`src/rtl/debounce_pkg.sv`:
```
// rtl/debounce_pkg.sv - shared FSM encodings and default parameters for the debouncer
//
// Purpose : per-channel FSM state encodings and default parameter values used by
//           debounce_channel and three_input_debouncer.
// Ports   : none (package).
package debounce_pkg;

    // 2-bit channel FSM encodings
    localparam logic [1:0] STABLE_LO = 2'd0;
    localparam logic [1:0] WAIT_HI   = 2'd1;
    localparam logic [1:0] STABLE_HI = 2'd2;
    localparam logic [1:0] WAIT_LO   = 2'd3;

    // Default parameter values
    localparam int DEF_SYNC_STAGES     = 2;
    localparam int DEF_DEBOUNCE_CYCLES = 4;
    localparam int DEF_CNT_W           = 8;

endpackage

```
`src/rtl/debounce_channel.sv`:
```
// rtl/debounce_channel.sv - synchronizer, stability counter and FSM for one raw input
//
// Purpose : brings one asynchronous level into the clk domain and only passes a
//           new level once it has held for DEBOUNCE_CYCLES consecutive cycles.
// Ports   : clk          - rising-edge clock
//           reset        - asynchronous active-high reset
//           raw_i        - raw asynchronous level
//           level_o      - registered debounced level
//           level_next_o - next-state value of level_o (lets the top build strobes
//                          that are registered in step with level_o)
import debounce_pkg::*;

module debounce_channel #(
    parameter int SYNC_STAGES     = DEF_SYNC_STAGES,
    parameter int DEBOUNCE_CYCLES = DEF_DEBOUNCE_CYCLES,
    parameter int CNT_W           = DEF_CNT_W
) (
    input  logic clk,
    input  logic reset,
    input  logic raw_i,
    output logic level_o,
    output logic level_next_o
);

    localparam logic [CNT_W-1:0] DEB_CNT = CNT_W'(DEBOUNCE_CYCLES);
    // With a one-cycle requirement the first stable sample already qualifies,
    // so the WAIT state is skipped entirely.
    localparam bit SINGLE_CYCLE = (DEBOUNCE_CYCLES == 1);

    logic [SYNC_STAGES-1:0] sync_q;
    logic [1:0]             state_q, state_d;
    logic [CNT_W-1:0]       cnt_q, cnt_d;
    logic [CNT_W-1:0]       cnt_inc;
    logic                   level_q, level_d;
    logic                   sync;

    assign sync = sync_q[SYNC_STAGES-1];

    // Saturating increment: the count is held at DEB_CNT rather than wrapping.
    assign cnt_inc = (cnt_q >= DEB_CNT) ? DEB_CNT : cnt_q + CNT_W'(1);

    always_comb begin
        state_d = state_q;
        cnt_d   = cnt_q;
        level_d = level_q;
        case (state_q)
            STABLE_LO: begin
                if (sync) begin
                    if (SINGLE_CYCLE) begin
                        state_d = STABLE_HI;
                        level_d = 1'b1;
                        cnt_d   = '0;
                    end else begin
                        state_d = WAIT_HI;
                        cnt_d   = CNT_W'(1);
                    end
                end
            end
            WAIT_HI: begin
                if (!sync) begin
                    state_d = STABLE_LO;
                    cnt_d   = '0;
                end else if (cnt_inc == DEB_CNT) begin
                    state_d = STABLE_HI;
                    level_d = 1'b1;
                    cnt_d   = '0;
                end else begin
                    cnt_d = cnt_inc;
                end
            end
            STABLE_HI: begin
                if (!sync) begin
                    if (SINGLE_CYCLE) begin
                        state_d = STABLE_LO;
                        level_d = 1'b0;
                        cnt_d   = '0;
                    end else begin
                        state_d = WAIT_LO;
                        cnt_d   = CNT_W'(1);
                    end
                end
            end
            default: begin // WAIT_LO
                if (sync) begin
                    state_d = STABLE_HI;
                    cnt_d   = '0;
                end else if (cnt_inc == DEB_CNT) begin
                    state_d = STABLE_LO;
                    level_d = 1'b0;
                    cnt_d   = '0;
                end else begin
                    cnt_d = cnt_inc;
                end
            end
        endcase
    end

    always_ff @(posedge clk or posedge reset) begin
        if (reset) begin
            sync_q  <= '0;
            state_q <= STABLE_LO;
            cnt_q   <= '0;
            level_q <= 1'b0;
        end else begin
            sync_q  <= {sync_q[SYNC_STAGES-2:0], raw_i};
            state_q <= state_d;
            cnt_q   <= cnt_d;
            level_q <= level_d;
        end
    end

    assign level_o      = level_q;
    assign level_next_o = level_d;

endmodule

```
`src/rtl/three_input_debouncer.sv`:
```
// rtl/three_input_debouncer.sv - three independent debounced levels with a change strobe
//
// Purpose : debounces a_in/b_in/c_in and flags the cycle in which any output moves.
// Config  : define DEBOUNCER_EDGE_EN to add the per-channel rise[2:0] pulse output.
// Ports   : clk        - rising-edge clock
//           reset      - asynchronous active-high reset
//           a_in/b_in/c_in - raw asynchronous levels
//           a/b/c      - registered debounced levels
//           changed    - one-cycle strobe coincident with any output change
//           rise[2:0]  - (DEBOUNCER_EDGE_EN only) 0->1 pulse per output, bit0=a
import debounce_pkg::*;

module three_input_debouncer #(
    parameter int SYNC_STAGES     = DEF_SYNC_STAGES,
    parameter int DEBOUNCE_CYCLES = DEF_DEBOUNCE_CYCLES,
    parameter int CNT_W           = DEF_CNT_W
) (
    input  logic       clk,
    input  logic       reset,
    input  logic       a_in,
    input  logic       b_in,
    input  logic       c_in,
    output logic       a,
    output logic       b,
    output logic       c,
    output logic       changed
`ifdef DEBOUNCER_EDGE_EN
    ,
    output logic [2:0] rise
`endif
);

    logic [2:0] raw;
    logic [2:0] lvl_q;
    logic [2:0] lvl_d;
    logic       changed_q;

    assign raw = {c_in, b_in, a_in};

    debounce_channel #(.SYNC_STAGES(SYNC_STAGES), .DEBOUNCE_CYCLES(DEBOUNCE_CYCLES), .CNT_W(CNT_W))
        u_a (.clk(clk), .reset(reset), .raw_i(raw[0]), .level_o(lvl_q[0]), .level_next_o(lvl_d[0]));
    debounce_channel #(.SYNC_STAGES(SYNC_STAGES), .DEBOUNCE_CYCLES(DEBOUNCE_CYCLES), .CNT_W(CNT_W))
        u_b (.clk(clk), .reset(reset), .raw_i(raw[1]), .level_o(lvl_q[1]), .level_next_o(lvl_d[1]));
    debounce_channel #(.SYNC_STAGES(SYNC_STAGES), .DEBOUNCE_CYCLES(DEBOUNCE_CYCLES), .CNT_W(CNT_W))
        u_c (.clk(clk), .reset(reset), .raw_i(raw[2]), .level_o(lvl_q[2]), .level_next_o(lvl_d[2]));

    // Strobes are computed from next-vs-current so that, once registered, they
    // sit in the same cycle as the new output value.
    always_ff @(posedge clk or posedge reset) begin
        if (reset) begin
            changed_q <= 1'b0;
        end else begin
            changed_q <= |(lvl_d ^ lvl_q);
        end
    end

`ifdef DEBOUNCER_EDGE_EN
    logic [2:0] rise_q;

    always_ff @(posedge clk or posedge reset) begin
        if (reset) begin
            rise_q <= '0;
        end else begin
            rise_q <= lvl_d & ~lvl_q;
        end
    end

    assign rise = rise_q;
`endif

    assign a       = lvl_q[0];
    assign b       = lvl_q[1];
    assign c       = lvl_q[2];
    assign changed = changed_q;

endmodule

```
`config.mk`:
```
export PLATFORM = sky130hd
export DESIGN_NAME = three_input_debouncer
export DESIGN_NICKNAME = d
export VERILOG_FILES = /design/src/rtl/debounce_pkg.sv /design/src/rtl/debounce_channel.sv /design/src/rtl/three_input_debouncer.sv
export SDC_FILE = /design/constraint.sdc
export NUM_CORES = 1
export LEC_CHECK = 0
export CORE_MARGIN = 2
export CORE_UTILIZATION = 55
export DETAILED_ROUTE_END_ITERATION = 8
export PLACE_DENSITY = 0.77
export SLEW_MARGIN = 25
export SYNTH_ARGS = -nofsm -noshare
export SYNTH_HDL_FRONTEND = slang
export SYNTH_SLANG_ARGS = --single-unit
```
`constraint.sdc`:
```
create_clock -name clk -period 2.62 [get_ports clk]
set_input_delay 0.524 -clock clk [delete_from_list [all_inputs] [get_ports clk]]
set_output_delay 0.524 -clock clk [all_outputs]
set_load 0.1 [all_outputs]
```
# Word level (Yosys, flattened, before mapping)
# Cells that the tools add are included.
[op_classes]
mux = 57
n_addsub = 3
n_eq_ne = 18
n_reduce_logical = 16
n_bitwise = 1
n_lt_le_gt_ge = 3
[ops]
columns = ["operator", "n"]
rows = [
  ["8-bit 2-to-1 mux", 18],
  ["8-bit case mux with 3 select lines", 3],
  ["2-bit 2-to-1 mux", 18],
  ["8-bit by 1-bit adder with 8-bit output (second input constant)", 3],
  ["8-bit by 3-bit == test with 1-bit output (second input constant)", 3],
  ["8-bit by 3-bit greater-or-equal comparator with 1-bit output (second input constant)", 3],
  ["2-bit case mux with 3 select lines", 3],
  ["1-bit 2-to-1 mux", 12],
  ["4-bit AND reduction", 3],
  ["4-bit nonzero test", 3],
  ["3-bit inequality test (second input constant)", 3],
  ["2-bit by 1-bit == test with 1-bit output (second input constant)", 3],
  ["2-bit == test (second input constant)", 3],
  ["2-bit zero test", 3],
  ["2-bit by 1-bit inequality test with 1-bit output (second input constant)", 3],
  ["2-bit inequality test (second input constant)", 3],
  ["1-bit case mux with 2 select lines", 3],
  ["2-bit AND reduction", 3],
  ["2-bit OR reduction", 3],
  ["3-bit OR reduction", 1],
  ["3-bit XOR", 1],
]
[word_totals]
out_inout_bits = 4
inputBits = 5
word_cells = 111
ff_bits = 40

# Depth between registers and ports, before layout
[logic_depth]
word_depth = 8
ltp_mapped = 7
ltp_nobuf = 6

# By module
# A second synthesis with hierarchy kept.
[unflattened]
hier_cells = 191
hier_area_um2 = 2084.5
[by_module_without_submodules]
columns = ["mod", "seq_area_each_um2", "area_each_um2", "instances", "cells_each"]
rows = [
  ["debounce_channel (u_a ...)", 325.3, 665.6, 2, 61],
  ["debounce_channel (u_c)", 325.3, 693.2, 1, 63],
  ["three_input_debouncer", 25.0, 60.1, 1, 6],
]

# Least setup slack after synthesis
# No wires, ideal clock.
[synth_timing]
path_type = "flip-flop to flip-flop"
from = "register u_c.level_q (netlist: u_c.level_o)"
to = "register changed_q (netlist: changed)"
required_ns = 2.473
synth_period_minus_slack_ns = 1.946
setup_slack_ns = 0.674
stages_incl_launch_ff = 5
n_path_buf = 0
setup_time_ns = 0.147
arrival_time_ns = 1.800
cell_sequence = "dfrtp_1 nor4bb_1 a31o_2 a2111oi_2 o221ai_1"
[synth_between]
elab_chain_cells = 5
elab_cells_between_ends = 7
classes_between = "5 x mux; 1 x bitwise; 1 x reduce/logical"
[synth_lines]
columns = ["element", "line_no", "text"]
rows = [
  ["start: declaration", "debounce_channel.sv:34", "logic level_q, level_d;"],
  ["start signal: assignment", "debounce_channel.sv:108", "level_q <= level_d;"],
  ["1-bit 2-to-1 mux (on tied branches)", "debounce_channel.sv:87, debounce_channel.sv:63", ""],
  ["1-bit 2-to-1 mux (on tied branches)", "debounce_channel.sv:84, debounce_channel.sv:60", ""],
  ["1-bit case mux with 2 select lines", "debounce_channel.sv:46", "case (state_q)"],
  ["3-bit XOR *", "three_input_debouncer.sv:53", "changed_q <= |(lvl_d ^ lvl_q);"],
  ["3-bit OR reduction *", "three_input_debouncer.sv:53", ""],
  ["end signal: assignment", "three_input_debouncer.sv:53", ""],
  ["end: declaration", "three_input_debouncer.sv:36", "logic changed_q;"],
]
# Every way passes the cells marked *; elsewhere a longest branch is shown, timed or not.
# A chain may end at the register's enable or synchronous reset.

==> run summary <==
Root Driver - clkbuf_8
crit path launch - u_a.cnt_q[0]
area grow syn2layout - 9.95%
Post-Syn Area per Cell - 10.6 sq um
DP Wirelength - 2.81 mm
area of the die - 4400 sq um
share of the synthesized area in the top cell type - 46.8%
drt pass-1 iters - 4
die height - 66.3 um
status - finished clean
Synth Register Bits - 40
CP endpoint kind - register
WP depth - 6
grt ovf - 0
CTS HTree Levels - 2
DP Cell Count - 254
dpl ws - 0.691 ns
reg2reg path depth - 6
Top Family by Delay on Critical Path - simple AND/OR/NAND/NOR gates
Synth Instances - 201
top-count cell post-synth - dfrtp_1
vias in the first global route - 1492
Multi-input gate area - 1040 sq um
port bufs - 8
GR Util All Layers - 20.3%
die width - 66.3 um
final wirelength - 3.84 mm
Worst Path Arrival - 2.15 ns
WP data required - 2.79 ns
post-synthesis cell area - 2140 sq um
final period utilization - 75.5%
Residual DRC - 0
largest net degree at the start of global routing - 41
CTS Buf Count - 5
yosys warns - 0
Clock Sinks - 40
CP cell instances - inv_1 -> ha_1 -> nand3b_1 -> and4_1 -> a211oi_2 -> mux2_1
antenna cells - 0
vias per inst - 5.63
final hold violations - 0
# fillers - 299
hold depth - 0
routed wire length per instance - 14.7 um
non-filler cells, final - 262
FP Rows - 22
Cell variety after synth - 41
area post-placement - 2260 sq um
Clock Path Buffers - 2
MaxCap Viol Count - 0
max incr delay on CP - 0.42 ns
Final WS setup - 0.643 ns
Post-synth EDFFs - 0
Final #Nets - 236
r2r startpoint - u_a.cnt_q[0]
VDD IR max - 569 uV
min Tclk post-route - 1.98 ns
WS Path Type - register to register
postcts setup bufs - 0
Area contributors post-synth - dfrtp_1 (47%), ha_1 (11%), inv_1 (3.3%)
Total Power - 0.00241 W
worst hold path type - register to register
biggest area consumer among synthesized cells - dfrtp_1
RSZ-0062 raised after global routing - false
Power Dens Cells - 1020 nW/um^2
leak pwr - 1.11 nW
Core Region - 3690 sq um
Max Freq - 506 MHz
ANT nets after route - 0
slowest CP cell - dfrtp_1
Pins Over Slew Limit - 0
hold_buf cts - 0
top post-synthesis cells by count - dfrtp_1 (40), inv_1 (19), ha_1 (18), nand2_1 (15), nor2_1 (13)
first-pass GRT wire length - 6.59 mm
Crit path buffers/inverters - 1
num ports - 9
FF+latch area - 1000 sq um
Iteration-0 DRC Markers - 64
Clk pin slew, worst setup/hold paths - 0.08 ns
Mapped Nets - 224
layout cells sized above 1 - 11.2%
predominant post-synthesis flop cell - dfrtp_1
post-CTS sizing - 0
clk_lat worst skew - 0.30 ns
post-route cell area - 2350 sq um
Slew Limit Headroom - 68.2%
Hold Startpoint - u_c.sync_q[0]
FFs w/ async S/R, synth - 100%
Final TNS setup - 0 ns
Seq/Total Area, Yosys - 46.8%
crit-path max FO - 7
Starting Density - 57.9%
initial antenna violation count - 0
Critical Path Source Type - register
gpl congestion - 0.859
final setup fails - 0
via count - 1475
TritonCTS clock tree - done
Tightest Pin Transition - 0.477 ns
Fin Clk Skew - 0.00789 ns
## sequential cells by signal, summed over array words and instances, names as in the netlist, 2 cells and up, named ones only
| name | count |
|---|---|
| u_c.cnt_q | 8 |
| u_b.cnt_q | 8 |
| u_a.cnt_q | 8 |
| u_c.sync_q | 2 |
| u_a.sync_q | 2 |
| u_b.sync_q | 2 |
## final timing paths
check,end,slack (ns)
setup / recovery,register,0.64
hold / removal,u_c.sync_q[1],0.35
setup reg to reg,register,0.64
hold reg to reg,u_c.sync_q[1],0.35
max in group asynchronous,asynchronous set/reset pin,1.64
min in group asynchronous,u_c.cnt_q[6],0.64
## cells by family after synthesis
group	synth area share, %
buffers and inverters	4.68
DFF	46.8
AOI/OAI and AO/OA	14.8
and+or+nand+nor	18.4
muxes	4.80
adders and majority gates	10.5
## through the flow
step	utilization, %	hold slack [ns]
after floorplan	-	0.331
after global placement	61.2	0.337
after detailed placement	61.2	0.336
after CTS	63.7	0.355
after global routing	63.7	0.366
final	63.7	0.353
## cells in the final DEF (no fill, tap or decap), types with 3 or more instances in the layout
cell type and instances:
clkbuf_8 5, nor2b_1 8, ha_1 18, o211ai_1 6
clkdlybuf4s50_1 4, a21oi_1 6, o21ai_0 5, mux2i_1 5
o32ai_1 3, buf_4 6, a2bb2oi_1 3, nand3_1 5
nor3_1 3, nand3b_1 3, nand2_1 15, dfrtp_1 40
inv_1 19, and2_1 10, nor2_1 13
## power by group
part	leakage [nW]	switching [W]	total [W]	internal, W
clock network	0.0404	0.000216	0.000404	0.000188
registers	0.524	0.000122	0.000854	0.000731
logic	0.541	0.000680	0.00115	0.000471
total	1.11	0.00102	0.00241	0.00139
## routing by layer
layer | up-vias | track usage (%) | wire length [um]
li1 | 730 | - | -
met1 | 713 | 24.0 | 1710
met2 | 24 | 34.5 | 1940
met3 | 8 | 5.96 | 117
met4 | 0 | 7.91 | 76
met5 | - | 0 | 0
## final cells by class
class	count	share of cell area (%)
multi-input combinational	136	44.1
clock buffer	5	2.93
clock inverter	3	1.01
inverter	20	3.19
sequential	40	42.6
timing repair buffer	10	3.62
tap	48	2.56
No activity file was read; power rests on OpenSTA's default activity.
